[config.mk]
export PLATFORM = sky130hd
export DESIGN_NAME = latch_bank_sequencer_flat
export DESIGN_NICKNAME = d
export VERILOG_FILES = /design/src/rtl/latch_seq_pkg.sv /design/src/rtl/latch_bank_sequencer_if.sv /design/src/rtl/latch_bank_sequencer_rr_arb2.sv /design/src/rtl/latch_bank_sequencer.sv /design/src/flat_wrapper.sv
export SDC_FILE = /design/constraint.sdc
export NUM_CORES = 1
export LEC_CHECK = 0
export ABC_AREA = 1
export CELL_PAD_IN_SITES_DETAIL_PLACEMENT = 1
export CELL_PAD_IN_SITES_GLOBAL_PLACEMENT = 2
export CORE_ASPECT_RATIO = 1.2
export CORE_MARGIN = 3
export CORE_UTILIZATION = 28
export CTS_BUF_LIST = sky130_fd_sc_hd__clkbuf_2 sky130_fd_sc_hd__clkbuf_4 sky130_fd_sc_hd__clkbuf_8
export DETAILED_ROUTE_END_ITERATION = 12
export GPL_ROUTABILITY_DRIVEN = 0
export PLACE_DENSITY_LB_ADDON = 0.08
export SETUP_SLACK_MARGIN = 0.3
export SYNTH_ARGS = -nofsm -noshare
export SYNTH_HDL_FRONTEND = slang
export SYNTH_SLANG_ARGS = --single-unit
[constraint.sdc]
create_clock -name clk -period 2.2 [get_ports clk]
set_input_delay 0.55 -clock clk [delete_from_list [all_inputs] [get_ports clk]]
set_output_delay 0.55 -clock clk [all_outputs]
set_load 0.01 [all_outputs]
[src/rtl/latch_seq_pkg.sv]
//------------------------------------------------------------------------------
// latch_seq_pkg : shared types for the latch bank write sequencer
// Rev 1.0
//------------------------------------------------------------------------------
`default_nettype none

package latch_seq_pkg;

    typedef enum logic [2:0] {
        IDLE  = 3'd0,
        SETUP = 3'd1,
        GATE  = 3'd2,
        HOLD  = 3'd3,
        BULK  = 3'd4,
        BGAP  = 3'd5
    } state_e;

    typedef enum logic {
        BK_CLR = 1'b0,
        BK_PRE = 1'b1
    } bulk_kind_e;

    // Down-counter must be able to hold the value n itself.
    function automatic int cnt_width(input int n);
        return (n < 1) ? 1 : $clog2(n + 1);
    endfunction

endpackage

`default_nettype wire

[src/rtl/latch_bank_sequencer_if.sv]
//------------------------------------------------------------------------------
// latch_bank_sequencer_if : requester handshakes, bulk commands and latch pins
// Rev 1.0
//------------------------------------------------------------------------------
`default_nettype none

interface latch_bank_sequencer_if #(
    parameter int WIDTH = 8,
    parameter int DEPTH = 8,
    parameter int AW    = 3
);
    logic             req0_valid;
    logic             req0_ready;
    logic [AW-1:0]    req0_addr;
    logic [WIDTH-1:0] req0_data;
    logic             req1_valid;
    logic             req1_ready;
    logic [AW-1:0]    req1_addr;
    logic [WIDTH-1:0] req1_data;
    logic             clr_req;
    logic             pre_req;
    logic [WIDTH-1:0] lat_d;
    logic [DEPTH-1:0] lat_ge;
    logic             lat_g;
    logic             lat_clr;
    logic             lat_pre;
    logic             busy;
    logic             err;

    modport master (
        output req0_valid, req0_addr, req0_data,
        output req1_valid, req1_addr, req1_data,
        output clr_req, pre_req,
        input  req0_ready, req1_ready,
        input  lat_d, lat_ge, lat_g, lat_clr, lat_pre, busy, err
    );

    modport slave (
        input  req0_valid, req0_addr, req0_data,
        input  req1_valid, req1_addr, req1_data,
        input  clr_req, pre_req,
        output req0_ready, req1_ready,
        output lat_d, lat_ge, lat_g, lat_clr, lat_pre, busy, err
    );

endinterface

`default_nettype wire

[src/rtl/latch_bank_sequencer_rr_arb2.sv]
//------------------------------------------------------------------------------
// rr_arb2 : two-way round-robin arbiter, pointer moves only on a transfer
// Rev 1.0
//------------------------------------------------------------------------------
`default_nettype none

module rr_arb2 (
    input  logic clk,
    input  logic reset_n,
    input  logic valid0,
    input  logic valid1,
    input  logic advance,
    output logic grant0,
    output logic grant1
);

    // High when requester 1 was served most recently; reset favours requester 0.
    logic last1_q;
    logic last1_d;

    always_comb begin
        grant0  = valid0 && (!valid1 || last1_q);
        grant1  = valid1 && (!valid0 || !last1_q);
        last1_d = advance ? grant1 : last1_q;
    end

    always_ff @(posedge clk or negedge reset_n) begin
        if (!reset_n) begin
            last1_q <= 1'b1;
        end else begin
            last1_q <= last1_d;
        end
    end

endmodule

`default_nettype wire

[src/rtl/latch_bank_sequencer.sv]
//------------------------------------------------------------------------------
// latch_bank_sequencer : arbitrated write/clear/preset sequencer for a latch bank
// Rev 1.0
//------------------------------------------------------------------------------
`default_nettype none

module latch_bank_sequencer
    import latch_seq_pkg::*;
#(
    parameter int WIDTH       = 8,
    parameter int DEPTH       = 8,
    parameter int AW          = 3,
    parameter int GATE_CYCLES = 2
) (
    input  logic                   clk,
    input  logic                   reset_n,
    latch_bank_sequencer_if.slave  bus
);

    localparam int                 c_cnt_w     = cnt_width(GATE_CYCLES);
    localparam logic [c_cnt_w-1:0] c_gate_load = c_cnt_w'(GATE_CYCLES);
    localparam logic [c_cnt_w-1:0] c_one       = c_cnt_w'(1);

    state_e             state_q, state_d;
    bulk_kind_e         kind_q, kind_d;
    logic [c_cnt_w-1:0] cnt_q, cnt_d;
    logic               clr_pend_q, clr_pend_d;
    logic               pre_pend_q, pre_pend_d;
    logic [WIDTH-1:0]   lat_d_q, lat_d_d;
    logic [DEPTH-1:0]   lat_ge_q, lat_ge_d;
    logic               lat_g_q, lat_g_d;
    logic               lat_clr_q, lat_clr_d;
    logic               lat_pre_q, lat_pre_d;
    logic               busy_q, busy_d;
    logic               err_q, err_d;

    logic               grant0, grant1;
    logic               idle_free;
    logic               accept;
    logic [AW-1:0]      sel_addr;
    logic [WIDTH-1:0]   sel_data;
    logic [DEPTH-1:0]   sel_onehot;
    logic               addr_bad;

    rr_arb2 u_arb (
        .clk     (clk),
        .reset_n (reset_n),
        .valid0  (bus.req0_valid),
        .valid1  (bus.req1_valid),
        .advance (accept),
        .grant0  (grant0),
        .grant1  (grant1)
    );

    // Pending bulk ops block new writes, so they win over both requesters.
    assign idle_free      = reset_n && (state_q == IDLE) && !clr_pend_q && !pre_pend_q;
    assign bus.req0_ready = idle_free && grant0;
    assign bus.req1_ready = idle_free && grant1;
    assign accept         = idle_free && (grant0 || grant1);

    assign sel_addr = grant1 ? bus.req1_addr : bus.req0_addr;
    assign sel_data = grant1 ? bus.req1_data : bus.req0_data;
    assign addr_bad = int'(sel_addr) >= DEPTH;

    // Out-of-range addresses match no entry, leaving the enables all zero.
    always_comb begin
        sel_onehot = '0;
        for (int i = 0; i < DEPTH; i++) begin
            if (sel_addr == AW'(i)) begin
                sel_onehot[i] = 1'b1;
            end
        end
    end

    always_comb begin
        state_d    = state_q;
        kind_d     = kind_q;
        cnt_d      = cnt_q;
        lat_d_d    = lat_d_q;
        lat_ge_d   = lat_ge_q;
        lat_g_d    = 1'b1;
        lat_clr_d  = 1'b0;
        lat_pre_d  = 1'b0;
        err_d      = 1'b0;
        clr_pend_d = clr_pend_q || bus.clr_req;
        pre_pend_d = pre_pend_q || bus.pre_req;

        case (state_q)
            IDLE: begin
                if (clr_pend_q) begin
                    state_d   = BULK;
                    kind_d    = BK_CLR;
                    cnt_d     = c_gate_load;
                    lat_ge_d  = '0;
                    lat_clr_d = 1'b1;
                end else if (pre_pend_q) begin
                    state_d   = BULK;
                    kind_d    = BK_PRE;
                    cnt_d     = c_gate_load;
                    lat_ge_d  = '0;
                    lat_pre_d = 1'b1;
                end else if (accept) begin
                    state_d  = SETUP;
                    lat_d_d  = sel_data;
                    lat_ge_d = sel_onehot;
                    err_d    = addr_bad;
                end
            end
            SETUP: begin
                state_d = GATE;
                cnt_d   = c_gate_load;
                lat_g_d = 1'b0;
            end
            GATE: begin
                if (cnt_q == c_one) begin
                    state_d = HOLD;
                end else begin
                    cnt_d   = cnt_q - c_one;
                    lat_g_d = 1'b0;
                end
            end
            HOLD: begin
                state_d  = IDLE;
                lat_ge_d = '0;
            end
            BULK: begin
                if (cnt_q == c_one) begin
                    state_d = BGAP;
                end else begin
                    cnt_d     = cnt_q - c_one;
                    lat_clr_d = (kind_q == BK_CLR);
                    lat_pre_d = (kind_q == BK_PRE);
                end
            end
            BGAP: begin
                state_d = IDLE;
                if (kind_q == BK_CLR) begin
                    clr_pend_d = bus.clr_req;
                end else begin
                    pre_pend_d = bus.pre_req;
                end
            end
            default: begin
                state_d  = IDLE;
                lat_ge_d = '0;
            end
        endcase

        busy_d = (state_d != IDLE) || clr_pend_d || pre_pend_d;
    end

    always_ff @(posedge clk or negedge reset_n) begin
        if (!reset_n) begin
            state_q    <= IDLE;
            kind_q     <= BK_CLR;
            cnt_q      <= '0;
            clr_pend_q <= 1'b0;
            pre_pend_q <= 1'b0;
            lat_d_q    <= '0;
            lat_ge_q   <= '0;
            lat_g_q    <= 1'b1;
            lat_clr_q  <= 1'b0;
            lat_pre_q  <= 1'b0;
            busy_q     <= 1'b0;
            err_q      <= 1'b0;
        end else begin
            state_q    <= state_d;
            kind_q     <= kind_d;
            cnt_q      <= cnt_d;
            clr_pend_q <= clr_pend_d;
            pre_pend_q <= pre_pend_d;
            lat_d_q    <= lat_d_d;
            lat_ge_q   <= lat_ge_d;
            lat_g_q    <= lat_g_d;
            lat_clr_q  <= lat_clr_d;
            lat_pre_q  <= lat_pre_d;
            busy_q     <= busy_d;
            err_q      <= err_d;
        end
    end

    assign bus.lat_d   = lat_d_q;
    assign bus.lat_ge  = lat_ge_q;
    assign bus.lat_g   = lat_g_q;
    assign bus.lat_clr = lat_clr_q;
    assign bus.lat_pre = lat_pre_q;
    assign bus.busy    = busy_q;
    assign bus.err     = err_q;

endmodule

`default_nettype wire

[src/flat_wrapper.sv]
// flat-port wrapper written by rule: the top's interface ports become plain ports
module latch_bank_sequencer_flat import latch_seq_pkg::*;
#(
    parameter int WIDTH       = 8,
    parameter int DEPTH       = 8,
    parameter int AW          = 3,
    parameter int GATE_CYCLES = 2
)
  (clk, reset_n, bus_req0_valid, bus_req0_addr, bus_req0_data, bus_req1_valid, bus_req1_addr, bus_req1_data, bus_clr_req, bus_pre_req, bus_req0_ready, bus_req1_ready, bus_lat_d, bus_lat_ge, bus_lat_g, bus_lat_clr, bus_lat_pre, bus_busy, bus_err);
  latch_bank_sequencer_if #(.WIDTH(WIDTH), .DEPTH(DEPTH), .AW(AW)) bus_i ();
  input  logic clk;
  input  logic reset_n;
  input wire logic [$bits(bus_i.req0_valid)-1:0] bus_req0_valid;
  input wire logic [$bits(bus_i.req0_addr)-1:0] bus_req0_addr;
  input wire logic [$bits(bus_i.req0_data)-1:0] bus_req0_data;
  input wire logic [$bits(bus_i.req1_valid)-1:0] bus_req1_valid;
  input wire logic [$bits(bus_i.req1_addr)-1:0] bus_req1_addr;
  input wire logic [$bits(bus_i.req1_data)-1:0] bus_req1_data;
  input wire logic [$bits(bus_i.clr_req)-1:0] bus_clr_req;
  input wire logic [$bits(bus_i.pre_req)-1:0] bus_pre_req;
  output wire logic [$bits(bus_i.req0_ready)-1:0] bus_req0_ready;
  output wire logic [$bits(bus_i.req1_ready)-1:0] bus_req1_ready;
  output wire logic [$bits(bus_i.lat_d)-1:0] bus_lat_d;
  output wire logic [$bits(bus_i.lat_ge)-1:0] bus_lat_ge;
  output wire logic [$bits(bus_i.lat_g)-1:0] bus_lat_g;
  output wire logic [$bits(bus_i.lat_clr)-1:0] bus_lat_clr;
  output wire logic [$bits(bus_i.lat_pre)-1:0] bus_lat_pre;
  output wire logic [$bits(bus_i.busy)-1:0] bus_busy;
  output wire logic [$bits(bus_i.err)-1:0] bus_err;
  assign bus_i.req0_valid = bus_req0_valid;
  assign bus_i.req0_addr = bus_req0_addr;
  assign bus_i.req0_data = bus_req0_data;
  assign bus_i.req1_valid = bus_req1_valid;
  assign bus_i.req1_addr = bus_req1_addr;
  assign bus_i.req1_data = bus_req1_data;
  assign bus_i.clr_req = bus_clr_req;
  assign bus_i.pre_req = bus_pre_req;
  assign bus_req0_ready = bus_i.req0_ready;
  assign bus_req1_ready = bus_i.req1_ready;
  assign bus_lat_d = bus_i.lat_d;
  assign bus_lat_ge = bus_i.lat_ge;
  assign bus_lat_g = bus_i.lat_g;
  assign bus_lat_clr = bus_i.lat_clr;
  assign bus_lat_pre = bus_i.lat_pre;
  assign bus_busy = bus_i.busy;
  assign bus_err = bus_i.err;
  latch_bank_sequencer #(.WIDTH(WIDTH), .DEPTH(DEPTH), .AW(AW), .GATE_CYCLES(GATE_CYCLES)) u_core (.clk(clk), .reset_n(reset_n), .bus(bus_i));
endmodule
==> impl_metrics.toml, run 1 <==
[sta]
final.period_utilization_pct = 84.27
rsz0062_at_grt = "yes"
period_minus_slack_ps = 1854
max_freq_mhz = 539.4
hold_violations = 0
finalClockSkew_ps = 2.458
drv_slew = 0
setup_viol = 0

[finish]
syn_to_final_growth_pct = 46.77
seqCellArea_um2 = 729.5
multi_input_area_um2 = 759.5
n_antenna_cell = 0
drive_above_1_share_pct = 16.96
nNetsFinal = 317
fillers = 699
instances_no_fill = 351
fin_util_pct = 43.65

[synthesis]
syn_nets = 250
ys_seq_area_share_pct = 45.29
avgSynthCellArea_um2 = 7.275
ys_top_cells_by_count = "nand2_1, dfrtp_1, inv_1, nand3_1, nor2_1"
synthArstFlopShare_pct = 100.0
synth_edf_count = 0
synth_area_leaders = "dfrtp_1, nand2_1, nand3_1"
synth_cell_type_count = 24
synth_ff_type = "dfrtp_1"
synth-seq-cells = 29
syn_inst = 221
netlist_area_um2 = 1608
synth_top_cell_by_area = "dfrtp_1"
yosysMostFrequentCell = "nand2_1"
yosys.area.top_type_share_pct = 42.02
ys_warn_count = 0

[drt]
vias = 1545
drc = 0
initialDrtViolationCount = 66
routed_wirelength_um = 4327
ant_nets = 0
viasPerCell = 4.402
drt_first_pass_iters = 4
routedWlPerCell_um = 12.33

[critical_path]
path_class = "reg -> out"
crit_fanout = 3
path_buf_inv = 2
endpoint_kind = "output pin"
max_stage_delay_ps = 410
start_kind = "register"
cp_slowest_cell = "dfrtp_1"
cp_top_family = "flip-flops"
arrival_ps = 1300
crit_path_cell_trace = "nor2_2 -> nand4_1 -> buf_6 -> nor2_1 -> buf_2"
worstPathRequired_ps = 1650

[cts]
cts_num_sinks = 29
clock-root-buffer = "clkbuf_8"
cts_buffers = 5
cts_tree = "done"
ctsHtreeMaxLevel = 2
holdBufCountCts = 0
cts_buffer_depth = 2
path_clk_slew_ps = 60
clkLatencyLatePin_ps = 270

[floorplanning]
core_region_area_um2 = 5406
dieArea_um2 = 6691
die_h_um = 89.01
top_level_ports = 51
row_count = 29
start_util_pct = 29.74
die_width_um = 75.18

[worst_hold_path]
hold_path_class = "reg -> reg"

[run_status]
status = "finished clean"

[global_route]
grt_max_degree = 33
track_usage_pct = 14.07
grt_pass1_wl_um = 7176
grt_pass1_vias = 1584
antenna_found_initial = 0
gr-total-overflow = 0

[place]
io_buffers = 49
dp_hpwl_um = 3358
placed_cells = 338

[pwr]
leakage_uw = 0.001198
ir_worst_vdd_v = 0.0002605
powerDensity_nw_per_um2 = 766.7

[flow_run]
drv_cap = 0
==> timing repair <==
item | in CTS | in global routing
resized for setup | 14 | 2
endpoints found under the setup margin | 2 | 3
pin swaps | 1 | 2
buffers inserted | 2 | 3
==> per-stage QoR <==
step	hold WS, ps	cell area, µm²	TNS [ps]	setup WS (ps)	power, µW
floorplan	254.4	1608	0	501.4	1062
finish	471.9	2360	0	346.0	1809
global route	506.8	2360	0	284.1	1958
CTS	478.7	2331	0	329.4	1841
detailed placement	462.6	2223	-624.5	-320.3	1329
global placement	453.2	2223	-657.6	-329.9	1318
==> kinds of logic after synthesis <==
family / count (synthesis) / synth area share (%)
AO/OA/AOI/OAI: 12 / 4.047
adder cells (fa/ha/maj): 1 / 0.7781
buffers and inverters: 27 / 7.626
flip-flops: 29 / 45.29
other: 1 / 0.2332
AND/OR/NAND/NOR: 151 / 42.02
==> path summary, 6_finish.rpt <==
| path | cells past startpoint | to | slack (ps) | from |
|---|---|---|---|---|
| setup / recovery | 5 | bus_req0_ready | 350 | u_core.pre_pend_q |
| hold / removal | 2 | u_core.bus.lat_d[5] | 470 | u_core.bus.lat_d[5] |
| setup reg to reg | 9 | u_core.bus.lat_ge[5] | 780 | u_core.u_arb.last1_q |
| hold reg to reg | 2 | u_core.bus.lat_d[5] | 470 | u_core.bus.lat_d[5] |
| max in group asynchronous | 2 | u_core.u_arb.last1_q | 1390 | reset_n |
| min in group asynchronous | 2 | u_core.cnt_q[1] | 480 | reset_n |
==> cell usage in the layout (no fill, tap or decap), drive strengths merged, types with 2 or more instances in the layout <==
cell type and count:
dlygate4sd2 2, nand2 104, nand3b 2, nand3 21
nor2 22, inv 21, o21ai 7, clkdlybuf4s50 43
clkinv 2, buf 18, dfstp 2, dfrtp 27
clkbuf 7, a21oi 4
==> where the power goes <==
| part | switching (µW) | internal [µW] | total (µW) |
|---|---|---|---|
| clock network | 201 | 282 | 483 |
| registers | 52.1 | 618 | 670 |
| logic | 363 | 293 | 656 |
| total | 616 | 1190 | 1810 |
==> tightest hold or removal path, cell delays in order, from the launching register on <==
cell and delay [ps]:
dfrtp_1 340, nand2_1 50, nand2_1 40
==> final cells by class <==
cell class	instances	area share, %
repair buffers	65	25.61
flip-flops and latches	29	30.91
clock buffers	7	4.083
multi-input cells	165	32.18
inverters	22	3.712
well taps	62	3.287
clock inverters	1	0.2121
==> flip-flops by register name, indices dropped and copies added, names as in the netlist <==
name	count
u_core.cnt_q	2
u_core.state_q	3
u_core.bus.busy	1
u_core.bus.lat_g	1
u_core.kind_q	1
u_core.bus.lat_d	8
u_core.bus.lat_pre	1
u_core.pre_pend_q	1
u_core.bus.lat_ge	8
u_core.bus.lat_clr	1
u_core.u_arb.last1_q	1
u_core.clr_pend_q	1
==> metal layers <==
metal,track usage [%],up-vias,share of wire (%)
met1,15.66,687,44
li1,-,810,-
met4,5.246,0,1.5
met2,24.80,43,48
met5,0,-,0
met3,4.499,5,6.9
No activity file was read; power rests on OpenSTA's default activity.
==> inputs of run 2 (changes only) <==
--- a/config.mk
+++ b/config.mk
@@ -10,7 +10,7 @@
 export CELL_PAD_IN_SITES_GLOBAL_PLACEMENT = 2
 export CORE_ASPECT_RATIO = 1.2
 export CORE_MARGIN = 3
-export CORE_UTILIZATION = 28
+export CORE_UTILIZATION = 23
 export CTS_BUF_LIST = sky130_fd_sc_hd__clkbuf_2 sky130_fd_sc_hd__clkbuf_4 sky130_fd_sc_hd__clkbuf_8
 export DETAILED_ROUTE_END_ITERATION = 12
 export GPL_ROUTABILITY_DRIVEN = 0
==> constraint.sdc (replaced) <==
create_clock -name clk -period 1.7 [get_ports clk]
set_input_delay 0.425 -clock clk [delete_from_list [all_inputs] [get_ports clk]]
set_output_delay 0.425 -clock clk [all_outputs]
set_load 0.01 [all_outputs]
==> impl_metrics.toml, run 2 (synthesis gave the netlist of run 1 again) <==
[finish]
seqCellArea_um2 = 728.2
layout_commonest_cell = "nand2_1"
multi_input_area_um2 = 950.9
fillers = 831
mostFrequentLayoutCells = "nand2_1, dfrtp_1, clkdlybuf4s50_1"
nNetsFinal = 332
drive_above_1_share_pct = 34.65
instances_no_fill = 388
syn_to_final_growth_pct = 68.02
n_antenna_cell = 0

[critical_path]
reg2reg_to = "u_core.bus.lat_d[6]"
crit_path_cell_trace = "nor2_4 -> nand4_1 -> buf_6 -> nor2_2 -> buf_2"
endpoint_kind = "output pin"
rr_startpoint = "u_core.pre_pend_q"
crit_cells = 5
path_class = "reg -> out"
arrival_ps = 1320
max_stage_delay_ps = 410
worstPathRequired_ps = 1270
cp_slowest_cell = "dfrtp_1"
crit_fanout = 3
cp_top_family = "flip-flops"
r2r_cells = 13
path_buf_inv = 2
reg2reg_slack_ps = -30
start_kind = "register"

[pwr]
powerDensity_nw_per_um2 = 911.2
finalPower_uw = 2461
leakage_uw = 0.001333
ir_worst_vdd_v = 0.0003330

[global_route]
grt_max_degree = 33
track_usage_pct = 13.11
gr-total-overflow = 0
grt_pass1_vias = 1732
grt_pass1_wl_um = 8183
antenna_found_initial = 0

[drt]
initialDrtViolationCount = 47
vias = 1669
ant_nets = 0
drc = 0
drt_first_pass_iters = 3
routedWlPerCell_um = 12.90
routed_wirelength_um = 5005
viasPerCell = 4.302

[floorplanning]
core_region_area_um2 = 6606
die_h_um = 97.59
start_util_pct = 24.34
row_count = 32
die_width_um = 82.33
dieArea_um2 = 8034
top_level_ports = 51

[sta]
period_minus_slack_ps = 1745
hold_violations = 0
max_freq_mhz = 573.2
final.setup.tns_ps = -179.1
setup_viol = 10
drv_slew = 0
fin_ws_ps = -44.52
finalClockSkew_ps = 9.928
rsz0062_at_grt = "yes"
final.period_utilization_pct = 102.6

[run_status]
violations = "negative setup slack"
status = "finished with violations"

[cts]
path_clk_slew_ps = 70
holdBufCountCts = 0
clkLatencyLatePin_ps = 280
cts_buffer_depth = 2
ctsHtreeMaxLevel = 2
cts_num_sinks = 29
cts_tree = "done"
cts_buffers = 5
clock-root-buffer = "clkbuf_8"

[flow_run]
drv_cap = 0

[worst_hold_path]
hold_path_class = "in -> async"

[place]
io_buffers = 49
dp_hpwl_um = 3557
dp_slack_ps = -596.1
placed_cells = 366
run 2: cell types whose count changed in the layout (fill, tap and decap cells not counted), sizes merged:
cell	previous run	this run
clkdlybuf4s50	43	25
buf	18	33
dlygate4sd2	2	9
clkdlybuf4s15	1	12
dlymetal6s2s	1	0
clkinv	2	1
nor2	22	23
run 2: cell type report:
cell class / count / share of cell area, %
inverter: 22 / 3.428
multi-input combinational: 166 / 35.20
sequential: 29 / 26.96
timing repair buffer: 79 / 27.14
tap: 85 / 3.937
clock buffer: 7 / 3.335
run 2: what timing repair did:
action                                  CTS  global route
endpoints found under the setup margin   41            32
cloned                                    1             1
pin swaps                                19            12
gates resized for setup                  66            52
setup buffers                             7             6
run 2: stage by stage:
| step | hold slack [ps] | cell area, µm² | util (%) |
|---|---|---|---|
| final | 382.9 | 2701 | 40.89 |
| after floorplan | 129.4 | 1608 | - |
| after CTS | 404.0 | 2489 | 37.67 |
| after global routing | 426.6 | 2701 | 40.89 |
| after global placement | 455.7 | 2290 | 34.66 |
| after detailed placement | 463.0 | 2290 | 34.66 |
run 2: worst max path at each step:
stage | slack [ps] | to | start
6_report | -40 | bus_req1_ready | u_core.pre_pend_q
5_1_grt | -130 | u_core.bus.lat_d[6] | u_core.pre_pend_q
4_1_cts | -40 | bus_req1_ready | u_core.clr_pend_q
3_5_place_dp | -600 | bus_req0_ready | reset_n
3_3_place_gp | -610 | bus_req0_ready | reset_n
2_1_floorplan | 270 | bus_req0_ready | u_core.state_q[0]
run 2: where the power goes:
group	leakage (µW)	internal, µW	switching (µW)	total (µW)
logic	0.000916	435	570	1000
registers	0.000369	799	68.3	868
clock network	0.0000477	336	252	589
total	0.00133	1570	891	2460
run 2: per-layer routing:
layer | share of wire (%) | GRT usage (%) | up-vias
met5 | 0 | 0 | -
met4 | 1.3 | 3.836 | 0
met3 | 6.2 | 4.731 | 6
met2 | 52 | 21.36 | 36
met1 | 41 | 15.85 | 784
li1 | - | - | 843
